### src/rtl/tt_um_umar316798_alarm.sv
// Intrusion-alarm controller: armed / entry-delay / alarm FSM with latched sensors,
// a siren divider and a saturating alarm-event counter on the bidirectional pins.
module tt_um_umar316798_alarm #(
   parameter int unsigned ENTRY_DELAY = 16,
   parameter int unsigned SIREN_DIV   = 4
) (
   input  logic       clk,
   input  logic       rst,
   input  logic       ena,
   input  logic [7:0] ui_in,
   output logic [7:0] uo_out,
   input  logic [7:0] uio_in,
   output logic [7:0] uio_out,
   output logic [7:0] uio_oe
);

   localparam logic [1:0] StDisarmed = 2'd0;
   localparam logic [1:0] StArmed    = 2'd1;
   localparam logic [1:0] StEntry    = 2'd2;
   localparam logic [1:0] StAlarm    = 2'd3;

   logic [4:0]           sync1_q, sync2_q;
   logic [1:0]           state_q, state_d;
   logic [7:0]           entry_cnt_q, entry_cnt_d;
   logic [SIREN_DIV-1:0] siren_q, siren_d;
   logic [2:0]           latch_q, latch_d;
   logic [7:0]           count_q, count_d;
   logic                 motion, door, window, arm, clear;
   logic                 unused_inputs;

   assign motion = sync2_q[0];
   assign door   = sync2_q[1];
   assign window = sync2_q[2];
   assign arm    = sync2_q[3];
   assign clear  = sync2_q[4];

   assign unused_inputs = ^{ena, uio_in, ui_in[7:5]};

   always_comb begin
      state_d     = state_q;
      entry_cnt_d = entry_cnt_q;
      unique case (state_q)
         StDisarmed: begin
            if (arm) state_d = StArmed;
         end
         StArmed: begin
            if (!arm) begin
               state_d = StDisarmed;
            end else if (motion || window) begin
               state_d = StAlarm;
            end else if (door) begin
               state_d     = StEntry;
               entry_cnt_d = 8'(ENTRY_DELAY - 1);
            end
         end
         StEntry: begin
            if (!arm) begin
               state_d = StDisarmed;
            end else if (motion || window || (entry_cnt_q == 8'd0)) begin
               state_d = StAlarm;
            end else begin
               entry_cnt_d = entry_cnt_q - 8'd1;
            end
         end
         StAlarm: begin
            if (!arm && clear) state_d = StDisarmed;
         end
         default: state_d = StDisarmed;
      endcase
   end

   // Flags clear on the edge that lands in DISARMED and never set from DISARMED.
   always_comb begin
      latch_d = latch_q;
      if (state_d == StDisarmed) begin
         latch_d = 3'b000;
      end else if (state_q != StDisarmed) begin
         latch_d = latch_q | {window, door, motion};
      end
   end

   // Divider restarts from zero on every entry into ALARM.
   assign siren_d = ((state_q == StAlarm) && (state_d == StAlarm)) ? siren_q + SIREN_DIV'(1)
                                                                    : '0;

   always_comb begin
      count_d = count_q;
      if ((state_d == StAlarm) && (state_q != StAlarm) && (count_q != 8'hFF)) begin
         count_d = count_q + 8'd1;
      end
   end

   always_ff @(posedge clk) begin
      if (rst) begin
         sync1_q     <= '0;
         sync2_q     <= '0;
         state_q     <= StDisarmed;
         entry_cnt_q <= '0;
         siren_q     <= '0;
         latch_q     <= '0;
         count_q     <= '0;
      end else begin
         sync1_q     <= ui_in[4:0];
         sync2_q     <= sync1_q;
         state_q     <= state_d;
         entry_cnt_q <= entry_cnt_d;
         siren_q     <= siren_d;
         latch_q     <= latch_d;
         count_q     <= count_d;
      end
   end

   assign uo_out = {1'b0,
                    (state_q == StAlarm) & siren_q[SIREN_DIV-1],
                    latch_q,
                    state_q == StEntry,
                    state_q != StDisarmed,
                    state_q == StAlarm};
   assign uio_out = count_q;
   assign uio_oe  = 8'hFF;

endmodule

### config.mk
export PLATFORM = sky130hd
export DESIGN_NAME = tt_um_umar316798_alarm
export DESIGN_NICKNAME = d
export VERILOG_FILES = /design/src/rtl/tt_um_umar316798_alarm.sv
export SDC_FILE = /design/constraint.sdc
export NUM_CORES = 1
export LEC_CHECK = 0
export CORE_MARGIN = 1.5
export CORE_UTILIZATION = 41
export CTS_BUF_LIST = sky130_fd_sc_hd__clkbuf_8
export DETAILED_ROUTE_END_ITERATION = 7
export HOLD_SLACK_MARGIN = 0.03
export PLACE_DENSITY_LB_ADDON = 0.2
export SYNTH_ARGS = -nofsm -noshare
export SYNTH_HDL_FRONTEND = slang
export SYNTH_SLANG_ARGS = --single-unit
### constraint.sdc
create_clock -name clk -period 3.3 [get_ports clk]
set_input_delay 0.99 -clock clk [delete_from_list [all_inputs] [get_ports clk]]
set_output_delay 0.99 -clock clk [all_outputs]
set_load 0.005 [all_outputs]
# ---- Yosys cells after proc, flatten, opt, wreduce, memory -nomap -nowiden
# Cells that the tools add are included.
dict set report word_totals {
  out_inout_bits 24
  reg_bits 35
  word_cells 53
  in_bits 19
}
dict set report classes {
  n_eq_ne 11
  bitwise_logic 3
  n_addsub 3
  muxes 14
  reduce_logical 15
}
# operator count
set op_table {}
lappend op_table {{$mux W8} 5}
lappend op_table {{$pmux W8 S2} 1}
lappend op_table {{$mux W2} 7}
lappend op_table {{$ne A2 B2 Y1 const B} 5}
lappend op_table {{$add A8 B1 Y8 const B} 1}
lappend op_table {{$logic_not A8 Y1} 1}
lappend op_table {{$ne A8 B8 Y1 const B} 1}
lappend op_table {{$pmux W2 S4} 1}
lappend op_table {{$sub A8 B1 Y8 const B} 1}
lappend op_table {{$eq A2 B2 Y1 const B} 3}
lappend op_table {{$reduce_and A6 Y1} 1}
lappend op_table {{$add A4 B1 Y4 const B} 1}
lappend op_table {{$logic_and A1 B1 Y1} 4}
lappend op_table {{$logic_not A2 Y1} 2}
lappend op_table {{$reduce_bool A2 Y1} 2}
lappend op_table {{$reduce_or A2 Y1} 2}
lappend op_table {{$or A3 B3 Y3} 1}
lappend op_table {{$eq A2 B1 Y1 const B} 1}
lappend op_table {{$logic_or A1 B1 Y1} 2}
lappend op_table {{$ne A2 B1 Y1 const B} 1}
lappend op_table {{$and A1 B1 Y1} 1}
lappend op_table {{$logic_not A1 Y1} 1}
lappend op_table {{$not A1 Y1} 1}

# ---- Logic depth before layout (Yosys ltp)
# Gate-level depths: netlist (run 1).
dict set report logic_depth {
  depth_word 9
  mapped_depth 7
  mapped_depth_nobuf 7
}

# ---- Worst setup path after synthesis (run 1)
# Ideal clock, no wire load.
dict set report synth_path {
  kind {register to register}
  startpoint {reg entry_cnt_q[0]}
  endpoint {reg count_q[5], in the netlist uio_out[5]}
  path_stages_with_launch 8
  setup_ns 0.123
  slack_ns 1.463
  n_path_buf 0
  period_less_slack_ns 1.837
  arrival_time_ns 1.714
  required_time_ns 3.177
  cell_sequence {dfxtp_1 inv_1 ha_1 nor3b_2 and3b_4 nor2_4 nor4_1 mux2_1}
}
dict set report synth_between {
  elab_chain_len 8
}
# item line_no
set synth_lines {}
lappend synth_lines {{start: declaration} 24} ;# logic [7:0] entry_cnt_q, entry_cnt_d;
lappend synth_lines {{start signal: assignment} 106} ;# entry_cnt_q <= entry_cnt_d;
lappend synth_lines {{$logic_not A8 Y1} 59} ;# end else if (motion || window || (entry_cnt_q == 8'd0)) begin
lappend synth_lines {{$logic_or A1 B1 Y1} 59}
lappend synth_lines {{$mux W2} 59}
lappend synth_lines {{$mux W2} 57} ;# if (!arm) begin
lappend synth_lines {{$pmux W2 S4} 42} ;# unique case (state_q)
lappend synth_lines {{$eq A2 B2 Y1} 88} ;# if ((state_d == StAlarm) && (state_q != StAlarm) && (count_q != 8'hFF)) begin
lappend synth_lines {{$logic_and A1 B1 Y1 (2 in series)} 88}
lappend synth_lines {{end signal: assignment} 109} ;# count_q <= count_d;
lappend synth_lines {{end: declaration} 27} ;# logic [7:0] count_q, count_d;
# No other way between the ends.
# A chain may end at the register's enable or synchronous reset.

# ---- Final worst setup path (run 1)
dict set report layout_path {
  startpoint {reg state_q[1]}
  endpoint {out uo_out[2]}
}
dict set report layout_between {
  elab_chain_len 1
}
# item line_no
set layout_lines {}
lappend layout_lines {{start: declaration} 23} ;# logic [1:0] state_q, state_d;
lappend layout_lines {{start signal: assignment} 97} ;# state_q <= StDisarmed;
lappend layout_lines {{start signal: assignment} 105} ;# state_q <= state_d;
lappend layout_lines {{$eq A2 B2 Y1} 116} ;# state_q == StEntry,
lappend layout_lines {{end: declaration} 11} ;# output logic [7:0] uo_out,
# No other way between the ends.

==> flow_summary.json, run 1 <==
{
  "cts-resized-gates": 0,
  "final_cell_mix": "35 x dfxtp_1, 21 x clkdlybuf4s50_1, 18 x nor2_1",
  "layout_commonest_cell": "dfxtp_1",
  "worst-path-buf-inv": 1,
  "synth_area_um2": 1610,
  "yosysSeqAreaShare_pct": 43.6,
  "cts_sinks": 35,
  "grt_pass1_vias": 1199,
  "multi_input_area_um2": 817,
  "ctsHoldBuffers": 0,
  "finalWorstSetupSlack_ps": 670,
  "ys_warn_count": 0,
  "post-cts-setup-buffers": 0,
  "dieArea_um2": 4300,
  "cts_tree": "done",
  "stdcell_area_um2": 1910,
  "cp_cell_sequence": "nor2b_1, clkdlybuf4s50_1",
  "slew_headroom_pct": 54.7,
  "slowest_stage": "clkdlybuf4s50_1",
  "die_h_um": 65.6,
  "antenna_found_initial": 0,
  "wirelength_mm": 3.04,
  "ir_drop_uv": 299,
  "tightest_slew_ps": 674,
  "port-buffer-count": 21,
  "cp.arrival_ps": 1640,
  "worstPathMaxFanout": 9,
  "tns_ps": 0,
  "rsz0062_at_grt": "false",
  "ctsHtreeMaxLevel": 2,
  "drt-initial-drc-count": 64,
  "ys_seq_elements": 35,
  "root_buffer": "clkbuf_8",
  "fill_cells": 351,
  "start_kind": "flip-flop",
  "clk_transition_reported_paths_ps": 70,
  "clkLatencyLatePin_ps": 290,
  "synth-edff-count": 0,
  "worstPathRequired_ps": 2310,
  "worst-r2r-setup-slack_ps": 1290,
  "hold_end": "sync2_q[0]",
  "crit_type": "reg2out",
  "gp_congestion": 0.837,
  "synth_top_area_share_pct": 43.6,
  "seq_area_um2": 701,
  "fin_util_pct": 51.3,
  "drive_gt1_share_pct": 10.1,
  "placementRows": 22,
  "r2r-end": "uio_out[5]",
  "grt_pass1_wl_mm": 5.16,
  "dpl.hpwl_mm": 2.19,
  "async_flop_share_pct": 0,
  "period_needed_ps": 2630,
  "holdCritPathClass": "reg2reg",
  "cts_buffers": 5,
  "critPathTopFamily": "buffers and inverters",
  "p_total_uw": 758,
  "setup_violations": 0,
  "post-route-period-util_pct": 79.7,
  "placed_area_um2": 1820,
  "fin_hold_ws_ps": 442,
  "fin_nets": 219,
  "areaGrowthSynthToFinish_pct": 18.7,
  "power.leakage_nw": 0.701,
  "synth_top_cell_by_area": "dfxtp_1",
  "antenna-diode-count": 0,
  "drv_cap": 0,
  "die_w_um": 65.6,
  "place_ws_ps": 978,
  "whs_path_depth": 1,
  "maxSlewViolCount": 0,
  "holdCritStartpoint": "sync1_q[0]",
  "synthDistinctLibCells": 45,
  "rr_worst_depth": 7,
  "grt_usage_pct": 15.7,
  "outcome": "finished clean",
  "crit_path_max_incr_delay_ps": 550,
  "start_util_pct": 43.2,
  "drc": 0,
  "p_per_area_nw_per_um2": 398,
  "fmax_mhz": 380,
  "reg2reg_from": "entry_cnt_q[0]",
  "grt_max_degree": 14,
  "place_inst": 238,
  "clockBufferDepth": 2,
  "vias": 1259,
  "fin_skew_ps": 6.19,
  "synth.avg_cell_area_um2": 9.28,
  "overflow": 0,
  "ys.flop_type": "dfxtp_1",
  "firstDrtPassIters": 4,
  "syn_inst": 173,
  "final_hold_viol_count": 0,
  "endpoint_kind": "output port",
  "fin_cells": 246,
  "io_pins": 43,
  "coreArea_um2": 3720,
  "ant_nets": 0,
  "routedWlPerCell_um": 12.3,
  "viasPerCell": 5.12,
  "synth_area_leaders": "dfxtp_1 44%, nor2b_1 6.6%, buf_4 5.1%"
}
-- Yosys cell counts (3+ instances only) --
cell,count
o211ai_1,3
nor2_1,18
and3_1,3
a211oi_1,3
buf_4,11
o21ai_0,5
nand3_1,3
nor4_1,3
nand2_1,7
nor3_1,5
inv_1,5
xor2_1,8
a21oi_1,9
ha_1,3
dfxtp_1,35
nor2b_1,17
-- sequential cells by signal, summed over array words and instances, names as in the netlist --
signal,count
state_q,2
entry_cnt_q,8
uio_out,8
latch_q,3
sync1_q,5
siren_q,4
sync2_q,5
-- metal layers --
layer | vias up | global-route usage (%) | routed length [um]
met5 | - | 0 | 0
li1 | 634 | - | -
met3 | 5 | 5.65 | 142
met1 | 584 | 17.9 | 1420
met4 | 0 | 6.25 | 28
met2 | 36 | 26.8 | 1450
-- layout make-up --
class	count	share of cell area, %
multi-input cells	127	42.9
flip-flops and latches	35	36.8
repair buffers	23	11.8
clock buffers	5	3.61
well taps	48	3.15
inverters	5	0.985
clock inverters	3	0.788
-- how the worst max path moves through the flow --
stage                              start    endpoint  slack, ps  depth (start not counted)
after floorplan           entry_cnt_q[0]  uio_out[5]       1460                          7
after global placement        state_q[1]   uo_out[2]       1010                          2
after detailed placement      state_q[1]   uo_out[2]        980                          2
after CTS                     state_q[1]   uo_out[2]        660                          2
after global routing          state_q[1]   uo_out[2]        630                          2
final                         state_q[1]   uo_out[2]        670                          2
-- logic make-up after synthesis --
family	count (synthesis)	synth area share [%]
AO/OA/AOI/OAI	28	11.5
XOR/XNOR	9	4.91
adder cells (fa/ha/maj)	3	2.34
buffers and inverters	18	7.09
flip-flops	35	43.6
multiplexers	2	1.32
other	2	0.468
AND/OR/NAND/NOR	76	28.7
-- report_power, final --
group | internal, mW | switching [mW]
Sequential | 0.428 | 0.00371
Clock | 0.144 | 0.151
Combinational | 0.0150 | 0.0154
No activity file was read; power rests on OpenSTA's default activity.
==> run 2, diff against run 1 <==
- clock period: 3.3 -> 2.6 ns (I/O delays scaled with it)
==> flow_summary.json, run 2 (synthesis gave the netlist of run 1 again) <==
{
  "coreArea_um2": 3720,
  "post-route-period-util_pct": 91.3,
  "fmax_mhz": 421,
  "rr_worst_depth": 7,
  "internal_power_uw": 801,
  "p_clk_share_pct": 41.6,
  "fill_cells": 358,
  "final_hold_viol_count": 0,
  "cts_tree": "done",
  "antenna-diode-count": 0,
  "holdCritPathClass": "reg2reg",
  "post-cts-setup-buffers": 0,
  "maxSlewViolCount": 0,
  "tightest_slew_ps": 666,
  "drc": 0,
  "ant_nets": 0,
  "crit_path_end": "uo_out[2]",
  "fin_cells": 246,
  "clockBufferDepth": 2,
  "vias": 1233,
  "root_buffer": "clkbuf_8",
  "wirelength_mm": 2.98,
  "cts-resized-gates": 0,
  "dpl.hpwl_mm": 2.21,
  "drt-initial-drc-count": 67,
  "critPathLaunch": "state_q[1]",
  "drv_cap": 0,
  "io_pins": 43,
  "ir_drop_uv": 350,
  "start_kind": "flip-flop",
  "clkLatencyLatePin_ps": 280,
  "areaGrowthSynthToFinish_pct": 19.7,
  "whs_path_depth": 1,
  "grt_pass1_wl_mm": 5.10,
  "worst-r2r-setup-slack_ps": 540,
  "overflow": 0,
  "cp.arrival_ps": 1590,
  "routedWlPerCell_um": 12.1,
  "dieArea_um2": 4300,
  "ctsHtreeMaxLevel": 2,
  "p_per_area_nw_per_um2": 523,
  "sw_frac_of_total_pct": 20.4,
  "outcome": "finished clean",
  "firstDrtPassIters": 4,
  "seq_power_share_pct": 54.6,
  "rsz0062_at_grt": "false",
  "reg2reg_from": "entry_cnt_q[0]",
  "setup_violations": 0,
  "ctsHoldBuffers": 0,
  "p_total_mw": 1.01,
  "r2r-end": "uio_out[5]",
  "endpoint_kind": "output port",
  "combPwrFrac_pct": 3.8,
  "layout_commonest_cell": "dfxtp_1",
  "clk_transition_reported_paths_ps": 60,
  "switchingPower_uw": 205,
  "fin_skew_ps": 2.89,
  "worstPathMaxFanout": 9,
  "worstPathRequired_ps": 1820,
  "placementRows": 22,
  "die_h_um": 65.6,
  "tns_ps": 0,
  "cts_buffers": 5,
  "grt_pass1_vias": 1176,
  "start_util_pct": 43.2,
  "drive_gt1_share_pct": 9.60,
  "crit_type": "reg2out",
  "period_needed_ps": 2370,
  "viasPerCell": 5.01,
  "port-buffer-count": 21,
  "final_cell_mix": "35 x dfxtp_1, 21 x clkdlybuf4s50_1, 18 x nor2_1",
  "fin_nets": 219,
  "power.leakage_nw": 0.709,
  "gp_congestion": 0.837,
  "grt_max_degree": 14,
  "place_inst": 238,
  "antenna_found_initial": 0,
  "grt_usage_pct": 15.4,
  "die_w_um": 65.6,
  "slew_headroom_pct": 55.2,
  "cts_sinks": 35
}
==> run 2: cell type report <==
class	count	area, um^2	share of cell area [%]
clock buffer	7	96.3	5.01
clock inverter	1	3.75	0.195
tap	48	60.1	3.13
multi-input combinational	127	817	42.5
sequential	35	701	36.5
inverter	5	18.8	0.977
timing repair buffer	23	225	11.7
==> run 2: worst min-delay path by stage <==
stage	from	end	slack, ps
after floorplan	sync1_q[0]	sync2_q[0]	410
after CTS	sync1_q[0]	sync2_q[0]	450
after global routing	sync1_q[0]	sync2_q[0]	460
after global placement	sync1_q[4]	sync2_q[4]	420
final	sync1_q[0]	sync2_q[0]	440
after detailed placement	sync1_q[0]	sync2_q[0]	430
==> run 2: critical path, cell delays in order (launching register included) <==
cell and delay [ps]:
dfxtp_1 490, nor2b_1 280, clkdlybuf4s50_1 540
==> run 2: metrics by stage <==
step,util (%),setup slack [ps],area (um^2),hold WS (ps)
final,51.7,227,1920,443
after global routing,51.7,161,1920,460
after CTS,51.7,197,1920,447
after detailed placement,49.0,519,1820,432
after global placement,49.0,521,1820,423
after floorplan,-,763,1630,414
==> run 2: power groups by stage <==
stage	Clock [mW]	Combinational [mW]	Sequential, mW
floorplan	0	0.0338	0.559
global route	0.457	0.0435	0.549
finish	0.418	0.0385	0.549
CTS	0.433	0.0387	0.549
detailed placement	0	0.0386	0.561
global placement	0	0.0379	0.560
==> run 2: layer usage <==
metal	up-vias	track usage (%)	routed length, um
met3	4	5.14	109
met2	25	25.3	1390
met1	567	18.3	1440
met4	0	6.77	42
met5	-	0	0
li1	637	-	-
